File: src/rtl/alu_mdu_control_pkg.sv
// +----------------------------------------------------------------------+
// | alu_mdu_control_pkg: shared ALU/MDU encodings and decode helpers       |
// | Revision: 2.0                                                          |
// +----------------------------------------------------------------------+
`default_nettype none

package alu_mdu_control_pkg;

  typedef enum logic [1:0] {
    ALUOP_ADD   = 2'b00,
    ALUOP_SUB   = 2'b01,
    ALUOP_RTYPE = 2'b10,
    ALUOP_ITYPE = 2'b11
  } aluop_t;

  typedef enum logic [3:0] {
    ALU_ADD  = 4'd0,
    ALU_SUB  = 4'd1,
    ALU_SLL  = 4'd2,
    ALU_SLT  = 4'd3,
    ALU_SLTU = 4'd4,
    ALU_XOR  = 4'd5,
    ALU_SRL  = 4'd6,
    ALU_SRA  = 4'd7,
    ALU_OR   = 4'd8,
    ALU_AND  = 4'd9
  } alu_t;

  localparam logic [2:0] INSTR_FUNC3_ADD  = 3'b000;
  localparam logic [2:0] INSTR_FUNC3_SLL  = 3'b001;
  localparam logic [2:0] INSTR_FUNC3_SLT  = 3'b010;
  localparam logic [2:0] INSTR_FUNC3_SLTU = 3'b011;
  localparam logic [2:0] INSTR_FUNC3_XOR  = 3'b100;
  localparam logic [2:0] INSTR_FUNC3_SR   = 3'b101;
  localparam logic [2:0] INSTR_FUNC3_OR   = 3'b110;
  localparam logic [2:0] INSTR_FUNC3_AND  = 3'b111;

  localparam logic [6:0] FUNC7_BASE   = 7'b0000000;
  localparam logic [6:0] FUNC7_ALT    = 7'b0100000;
  localparam logic [6:0] FUNC7_MULDIV = 7'b0000001;

  typedef enum logic [2:0] {
    MDU_MUL    = 3'b000,
    MDU_MULH   = 3'b001,
    MDU_MULHSU = 3'b010,
    MDU_MULHU  = 3'b011,
    MDU_DIV    = 3'b100,
    MDU_DIVU   = 3'b101,
    MDU_REM    = 3'b110,
    MDU_REMU   = 3'b111
  } mdu_op_t;

  typedef enum logic [1:0] {
    ST_IDLE = 2'd0,
    ST_MUL  = 2'd1,
    ST_DIV  = 2'd2,
    ST_DONE = 2'd3
  } mdu_state_t;

  function automatic alu_t base_alu_op(input logic [2:0] f3);
    alu_t op;
    case (f3)
      INSTR_FUNC3_ADD:  op = ALU_ADD;
      INSTR_FUNC3_SLL:  op = ALU_SLL;
      INSTR_FUNC3_SLT:  op = ALU_SLT;
      INSTR_FUNC3_SLTU: op = ALU_SLTU;
      INSTR_FUNC3_XOR:  op = ALU_XOR;
      INSTR_FUNC3_SR:   op = ALU_SRL;
      INSTR_FUNC3_OR:   op = ALU_OR;
      default:          op = ALU_AND;
    endcase
    return op;
  endfunction

endpackage

`default_nettype wire

File: src/rtl/alu_mdu_control_op_decode.sv
// +----------------------------------------------------------------------+
// | alu_op_decode: combinational aluop/func3/func7 -> ALU op, M-op, illegal |
// | Revision: 2.0                                                          |
// +----------------------------------------------------------------------+
`default_nettype none

module alu_op_decode
  import alu_mdu_control_pkg::*;
#(
  parameter bit ENABLE_M = 1'b1
) (
  input  aluop_t     aluop,
  input  logic [2:0] func3,
  input  logic [6:0] func7,
  output alu_t       aluctr,
  output logic       is_m,
  output logic       illegal
);

  alu_t op;
  logic bad;
  logic m_op;

  always_comb begin
    op   = base_alu_op(func3);
    bad  = 1'b0;
    m_op = 1'b0;
    case (aluop)
      ALUOP_ADD: op = ALU_ADD;
      ALUOP_SUB: op = ALU_SUB;
      ALUOP_RTYPE: begin
        case (func7)
          FUNC7_BASE: ;
          FUNC7_ALT: begin
            if (func3 == INSTR_FUNC3_ADD)     op = ALU_SUB;
            else if (func3 == INSTR_FUNC3_SR) op = ALU_SRA;
            else                              bad = 1'b1;
          end
          FUNC7_MULDIV: begin
            if (ENABLE_M) m_op = 1'b1;
            else          bad  = 1'b1;
          end
          default: bad = 1'b1;
        endcase
      end
      default: begin
        // Only immediate shifts carry meaningful func7 bits; other I-type ops hold immediate data there.
        if (func3 == INSTR_FUNC3_SLL) begin
          if (func7 != FUNC7_BASE) bad = 1'b1;
        end else if (func3 == INSTR_FUNC3_SR) begin
          if (func7 != FUNC7_BASE && func7 != FUNC7_ALT) bad = 1'b1;
          else if (func7[5])                            op  = ALU_SRA;
        end
      end
    endcase
  end

  assign aluctr  = (bad || m_op) ? ALU_ADD : op;
  assign is_m    = m_op;
  assign illegal = bad;

endmodule

`default_nettype wire

File: src/rtl/alu_mdu_control.sv
// +----------------------------------------------------------------------+
// | alu_mdu_control: ALU decode plus multi-cycle MDU sequencer/handshake   |
// | Revision: 2.0                                                          |
// +----------------------------------------------------------------------+
`default_nettype none

module alu_mdu_control
  import alu_mdu_control_pkg::*;
#(
  parameter int XLEN       = 32,
  parameter int MUL_CYCLES = 2,
  parameter int DIV_CYCLES = XLEN,
  parameter bit ENABLE_M   = 1'b1
) (
  input  logic       clk,
  input  logic       rst_n,
  input  logic       flush,
  input  logic       in_valid,
  output logic       in_ready,
  input  logic [2:0] func3,
  input  logic [6:0] func7,
  input  aluop_t     aluop,
  input  logic       div_by_zero,
  input  logic       div_ovf,
  output logic       out_valid,
  input  logic       out_ready,
  output alu_t       aluctr,
  output logic       is_mdu,
  output mdu_op_t    mdu_op,
  output logic       mdu_start,
  output logic       mdu_step,
  output logic       mdu_last,
  output logic       mdu_special,
  output logic       illegal
);

  generate
    if (MUL_CYCLES < 1 || DIV_CYCLES < 1 || XLEN < 1) begin : g_bad_params
      $error("alu_mdu_control: XLEN, MUL_CYCLES and DIV_CYCLES must be >= 1");
    end
  endgenerate

  localparam int CNT_MAX = (MUL_CYCLES > DIV_CYCLES) ? MUL_CYCLES : DIV_CYCLES;
  localparam int CNT_W   = $clog2(CNT_MAX + 1);
  localparam logic [CNT_W-1:0] MUL_LOAD = CNT_W'(MUL_CYCLES - 1);
  localparam logic [CNT_W-1:0] DIV_LOAD = CNT_W'(DIV_CYCLES - 1);

  mdu_state_t       state, state_nxt;
  logic [CNT_W-1:0] cnt, cnt_nxt;
  logic             start_q;
  logic             special_q;
  mdu_op_t          op_q;
  logic             dec_is_m;
  logic             dec_illegal;
  logic             accept_m;
  logic             fast_path;

  alu_op_decode #(
    .ENABLE_M (ENABLE_M)
  ) u_decode (
    .aluop   (aluop),
    .func3   (func3),
    .func7   (func7),
    .aluctr  (aluctr),
    .is_m    (dec_is_m),
    .illegal (dec_illegal)
  );

  assign accept_m  = (state == ST_IDLE) && in_valid && dec_is_m && !flush;
  assign fast_path = func3[2] && (div_by_zero || div_ovf);

  always_comb begin
    state_nxt = state;
    cnt_nxt   = cnt;
    in_ready  = 1'b0;
    out_valid = 1'b0;
    is_mdu    = 1'b0;
    mdu_step  = 1'b0;
    mdu_last  = 1'b0;
    case (state)
      ST_IDLE: begin
        if (!flush) begin
          if (dec_is_m) begin
            in_ready = 1'b1;
          end else begin
            in_ready  = out_ready;
            out_valid = in_valid;
          end
        end
        if (accept_m) begin
          if (!func3[2]) begin
            state_nxt = ST_MUL;
            cnt_nxt   = MUL_LOAD;
          end else if (fast_path) begin
            state_nxt = ST_DONE;
          end else begin
            state_nxt = ST_DIV;
            cnt_nxt   = DIV_LOAD;
          end
        end
      end
      ST_MUL, ST_DIV: begin
        is_mdu   = 1'b1;
        mdu_step = 1'b1;
        mdu_last = (cnt == '0);
        if (cnt == '0) state_nxt = ST_DONE;
        else           cnt_nxt   = cnt - 1'b1;
      end
      default: begin
        is_mdu    = 1'b1;
        out_valid = !flush;
        if (out_ready) state_nxt = ST_IDLE;
      end
    endcase
    if (flush) begin
      state_nxt = ST_IDLE;
      cnt_nxt   = '0;
    end
  end

  always_ff @(posedge clk) begin
    if (!rst_n) begin
      state     <= ST_IDLE;
      cnt       <= '0;
      op_q      <= MDU_MUL;
      special_q <= 1'b0;
      start_q   <= 1'b0;
    end else begin
      state   <= state_nxt;
      cnt     <= cnt_nxt;
      start_q <= accept_m && !fast_path;
      if (accept_m) begin
        op_q      <= mdu_op_t'(func3);
        special_q <= fast_path;
      end else if (flush || (state == ST_DONE && out_ready)) begin
        special_q <= 1'b0;
      end
    end
  end

  assign mdu_op      = op_q;
  assign mdu_special = special_q;
  assign mdu_start   = start_q;
  assign illegal     = (state == ST_IDLE) && dec_illegal;

endmodule

`default_nettype wire

File: config.mk
export PLATFORM = sky130hd
export DESIGN_NAME = alu_mdu_control
export DESIGN_NICKNAME = d
export VERILOG_FILES = /design/src/rtl/alu_mdu_control_pkg.sv /design/src/rtl/alu_mdu_control_op_decode.sv /design/src/rtl/alu_mdu_control.sv
export SDC_FILE = /design/constraint.sdc
export NUM_CORES = 1
export LEC_CHECK = 0
export CAP_MARGIN = 20
export CORE_ASPECT_RATIO = 1.1
export CORE_MARGIN = 3
export CORE_UTILIZATION = 60
export CTS_CLUSTER_DIAMETER = 40
export CTS_CLUSTER_SIZE = 10
export DETAILED_ROUTE_END_ITERATION = 6
export DONT_BUFFER_PORTS = 1
export PLACE_DENSITY_LB_ADDON = 0.25
export SLEW_MARGIN = 20
export SYNTH_ARGS = -nofsm -noshare
export SYNTH_HDL_FRONTEND = slang
export SYNTH_SLANG_ARGS = --single-unit
File: constraint.sdc
create_clock -name clk -period 5.3 [get_ports clk]
set_clock_uncertainty 0.15 [all_clocks]
set_input_delay 0.53 -clock clk [delete_from_list [all_inputs] [get_ports clk]]
set_output_delay 0.53 -clock clk [all_outputs]
set_load 0.03 [all_outputs]
==> flow_summary.ini, run 1 <==
[critical_path]
crit-reg2reg-launch = state[0]
reg2reg_setup_slack_ps = 2530
worstPathMaxFanout = 4
cp-end-kind = output pin
cp_data_required_time_ps = 4620
rr_worst_depth = 6
timing.critical_path.arrival_ps = 2340
worst_r2r_dst = state[1]
timing_worst_setup_path_type = in2out
cp-start-kind = input port

[clocking]
cts_num_sinks = 13
clkSlewWorstSetupHoldPaths_ps = 80
cts-buffers-inserted = 3
clock_path_buffers = 2
tritoncts = done
post_cts_resized = 0
htree_num_levels = 1
post_cts.repair.setup_buffers = 0
clock_tree.root_cell = clkbuf_4
worst_skew_pair.late_latency_ps = 280
cts_hold_repair.buffers = 0

[grt]
first_pass_grt_wire_length_um = 4070
initial_antenna_violation_count = 0
via_count_of_the_first_global_routing_pass = 971
grt_overflow_total = 0
global_route.usage.total = 0.228
grt_max_degree = 15

[outcome]
status = finished clean

[timing]
final-max-slew-violation-count = 0
setup_ws_ps = 2280
least_margin_pin_slew_ps = 909
grt_setup_unrepaired = no
finalWorstPathRequiredPeriod_ps = 3020
slew-limit-headroom = 0.389
final_setup_viols = 0
final-hold-violation-count = 0
setup_tns_final_ps = 0
timing.hold.ws_ps = 211
post-route-period-util = 0.569
fmax_ghz = 0.332

[detailed_routing]
routed-via-count = 968
routed_wirelength_um = 2390
viasPerCell = 6.68
drt_iter0_markers = 10
route.detailed.wl_per_inst_um = 16.5
final_antenna_net_count = 0
detail_route.first_pass.iterations = 4
drc = 0

[run]
maxCapViolCount = 0

[yosys]
netlist_area_sq_mm = 0.00107
syn_avg_cell_area_sq_um = 8.19
synthCells = 131
yosys.area_share.adder = 0.0466
synth_enable_flop_cells = 0
synth-simple-area-share = 0.305
synth_top_area_cell = dfxtp_1
post_synth_main_area_contributors = dfxtp_1 (24%), mux2i_1 (7.5%), ha_1 (4.7%)
ys_types = 46
postSynthRegisterBits = 13
synth-compound-area-share = 0.228
postSynthNetCount = 154
netlist.area_leader.share = 0.242
post_synth_mux_area_share = 0.0851
post_synthesis_sequential_area_ratio = 0.242
synth_area_in_xor_xnor = 0.0326
largest_family_of_logic_cells_by_synthesized_area = simple AND/OR/NAND/NOR gates
async_flop_share = 0
ys.flop_type = dfxtp_1
yosys_warnings = 0

[cells_and_area]
layout.cells.most_common = dfxtp_1
antenna-diode-count = 0
final-seq-area_sq_um = 260
fillers = 143
layout-area-overhead-vs-synth_pct = 1.40
multiInputGateArea_sq_um = 749
fin_util = 0.667
layout.nets = 152
layout.cells.most_common_list = dfxtp_1 (13), nor2_1 (11), inv_1 (8), nor2b_1 (8), mux2i_1 (8)
final_layout_size_suffix_gt1_frac = 0.117

[worst_hold_path]
startpoint_of_the_lowest_slack_hold_path = rst_n
hold-path-endpoint = mdu_special
min_delay_path_depth = 1
worstHoldPathType = in2reg

[floorplan]
design.die.area_sq_mm = 0.00233
core-area_sq_mm = 0.00163
initial_core_util = 0.657
rows = 15
dieHeight_um = 50.4
io-pin-count = 34
chipWidth_um = 46.3

[placement]
pre_cts_ws_ps = 2290
gpl.final_weighted_congestion = 0.805
dp_hpwl_um = 1840
place.port_buffers = 0

[pwr]
power_per_cell_area_mw_per_mm2 = 174
ir_worst_vdd_mv = 0.144
static-leakage-power_nw = 0.400
registers in the layout, summed over array words and instances (netlist names):
register     cells
cnt              6
mdu_op           3
mdu_special      1
mdu_start        1
state            2
critical path: stages:
cell	delay, ps
or4_4	560
o22ai_1	210
nand4b_1	230
a2111oi_2	810
per-stage QoR:
step / cells / instance area [sq um] / total power (W)
after global routing: 145 / 1090 / 0.000195
final: 145 / 1090 / 0.000189
after floorplan: 131 / 1070 / 0.000127
after CTS: 145 / 1090 / 0.000190
after detailed placement: 141 / 1060 / 0.000127
after global placement: 141 / 1060 / 0.000126
how the worst max path moves through the flow:
stage	startpoint	depth (start not counted)	endpoint
after detailed placement	func7[3]	4	aluctr[0]
after floorplan	func7[3]	4	aluctr[0]
final	func7[3]	4	aluctr[0]
after global routing	func7[3]	4	aluctr[0]
after global placement	func7[3]	4	aluctr[0]
after CTS	func7[3]	4	aluctr[0]
cells in the mapped netlist (all sizes together) (2+ instances only):
library cell	instances
buf	2
nand2b	4
nor3	7
mux2i	8
o22ai	2
ha	4
xnor2	3
nor2	11
a211oi	2
a21o	6
inv	8
a2111oi	2
o21ai	5
a21oi	5
nand3b	3
nand2	7
nand3	4
clkbuf	5
nor2b	8
dfxtp	13
power by group:
group	total (W)	internal [W]	switching, W
sequential	0.0000976	0.0000976	0.0000000406
combinational	0.0000271	0.00000927	0.0000178
clock	0.0000646	0.0000280	0.0000365
total	0.000189	0.000135	0.0000544
layout make-up:
type                       instances  share of cell area
sequential                        13               0.239
tap                               17              0.0195
inverter                           8              0.0276
multi-input combinational        103               0.689
clock inverter                     1             0.00460
clock buffer                       3              0.0207
logic make-up (layout without fill, tap and decap cells):
family,after synthesis,after routing
simple gates,55,55
fa+ha+maj,4,4
xor+xnor,4,4
compound gates,31,31
buf+inv,15,12
mux,9,9
flops,13,13
per-layer routing:
metal,GRT usage,vias to the layer above,part of all wire,wire (um)
met2,0.424,33,0.52,1260
met5,0,-,0,0
li1,-,466,-,-
met3,0.0466,5,0.058,138
met4,0.0711,0,0.016,38
met1,0.242,464,0.40,960
No activity file was read; power rests on OpenSTA's default activity.
==> run 2: changes to the inputs <==
- CORE_UTILIZATION: 60 -> 56
- clock period: 5.3 -> 2.43 ns (I/O delays scaled with it)
==> flow_summary.ini, run 2 (synthesis results as in run 1) <==
[critical_path]
reg2reg_setup_slack_ps = 360
cp_max_stage_cell = or4_4
cp.buffers_inverters = 1
crit-reg2reg-launch = state[0]
slowest_delay_ps = 560
cpLargestDelayFamily = simple AND/OR/NAND/NOR gates
cp-end-kind = output pin
cp-start-kind = input port
timing_worst_setup_path_type = in2out
timing.critical_path.arrival_ps = 1800
worstPathMaxFanout = 4
worst_r2r_dst = cnt[5]
rr_worst_depth = 6
timing.critical_path.cells = or4_4 -> o22ai_1 -> nand4b_1 -> a2111oi_2 -> buf_4
cp_data_required_time_ps = 2040

[floorplan]
initial_core_util = 0.636
dieHeight_um = 51.9
rows = 15
core-area_sq_mm = 0.00169
io-pin-count = 34
chipWidth_um = 47.7
design.die.area_sq_mm = 0.00248

[timing]
grt_setup_unrepaired = no
fmax_ghz = 0.457
post-route-period-util = 0.901
finalWorstPathRequiredPeriod_ps = 2190
final-hold-violation-count = 0
timing.hold.ws_ps = 21.9
setup_tns_final_ps = 0
final-max-slew-violation-count = 0
slew-limit-headroom = 0.540
final_setup_viols = 0
least_margin_pin_slew_ps = 700

[detailed_routing]
drt_iter0_markers = 26
drc = 0
routed-via-count = 966
viasPerCell = 6.08
route.detailed.wl_per_inst_um = 14.8
final_antenna_net_count = 0
routed_wirelength_um = 2360
detail_route.first_pass.iterations = 4

[outcome]
status = finished clean

[clocking]
htree_num_levels = 1
clkSlewWorstSetupHoldPaths_ps = 90
tritoncts = done
cts_num_sinks = 13
clock_tree.root_cell = clkbuf_4
post_cts.repair.setup_buffers = 0
worst_skew_pair.late_latency_ps = 270
cts-buffers-inserted = 3
clock_path_buffers = 2

[cells_and_area]
layout-area-overhead-vs-synth_pct = 11.9
layout.cells.most_common_list = dfxtp_1 (13), nor2_1 (11), buf_4 (11)
finish.instance_area_sq_mm = 0.00120
final_layout_size_suffix_gt1_frac = 0.183
largest_reg_flops = 6
layout.cells.most_common = dfxtp_1
antenna-diode-count = 0
register_bank_with_the_most_flops = cnt
layout.nets = 166

[grt]
grt_max_degree = 15
via_count_of_the_first_global_routing_pass = 941
first_pass_grt_wire_length_um = 3940
initial_antenna_violation_count = 0
grt_overflow_total = 0
global_route.usage.total = 0.210

[pwr]
ir_worst_vdd_mv = 0.281
static-leakage-power_nw = 0.471
power_per_cell_area_mw_per_mm2 = 353
power.total_w = 0.000424

[run]
maxCapViolCount = 0

[placement]
dp_hpwl_um = 1850
dpl-instance-area_sq_mm = 0.00114
place.port_buffers = 0
gpl.final_weighted_congestion = 0.914

[worst_hold_path]
worstHoldPathType = in2reg
startpoint_of_the_lowest_slack_hold_path = func3[2]
min_delay_path_depth = 2
hold-path-endpoint = mdu_op[2]
==> run 2: final cells by class <==
type	count	area [sq um]
clock buffers	3	22.5
inverters	8	30.0
clock inverters	1	5.00
fillers	139	488
well taps	17	21.3
flip-flops and latches	13	260
repair buffers	14	113
multi-input cells	103	749
==> run 2: timing repair <==
action,4_1_cts,5_1_grt
hold endpoints to repair,5,0
resized for setup,0,0
hold buffers,3,0
==> run 2: worst register-to-register path: cells and delay by family (launching register included) <==
kind	cells	cell delay [ps]
buf+inv	1	60
simple gates	4	1000
fa+ha+maj	1	410
flops	1	390
==> run 2: power breakdown <==
group          total (W)  switching [W]  internal (W)
combinational  0.0000749      0.0000423     0.0000326
sequential      0.000213   0.0000000877      0.000213
clock           0.000136      0.0000753     0.0000609
==> run 2: worst max-delay path by stage <==
| stage | start | depth (start not counted) | slack (ps) | endpoint |
|---|---|---|---|---|
| floorplan | func7[3] | 4 | 90 | aluctr[0] |
| global placement | func7[3] | 5 | 280 | aluctr[0] |
| detailed placement | func7[3] | 5 | 260 | aluctr[0] |
| CTS | func7[3] | 5 | 260 | aluctr[0] |
| global route | func7[3] | 5 | 100 | aluctr[0] |
| finish | func7[3] | 5 | 240 | aluctr[0] |
==> run 2: layer usage <==
metal | track usage | part of all wire | vias up
li1 | - | - | 497
met1 | 0.265 | 0.44 | 430
met2 | 0.330 | 0.48 | 37
met3 | 0.0657 | 0.077 | 2
met4 | 0.0673 | 0.0047 | 0
met5 | 0 | 0 | -
==> run 2: through the flow <==
step | setup WS, ps | util | instances
4_1_cts | 258 | 0.711 | 159
2_1_floorplan | 94.4 | - | 131
5_1_grt | 105 | 0.711 | 159
6_report | 241 | 0.711 | 159
3_5_place_dp | 260 | 0.677 | 152
3_3_place_gp | 283 | 0.677 | 152
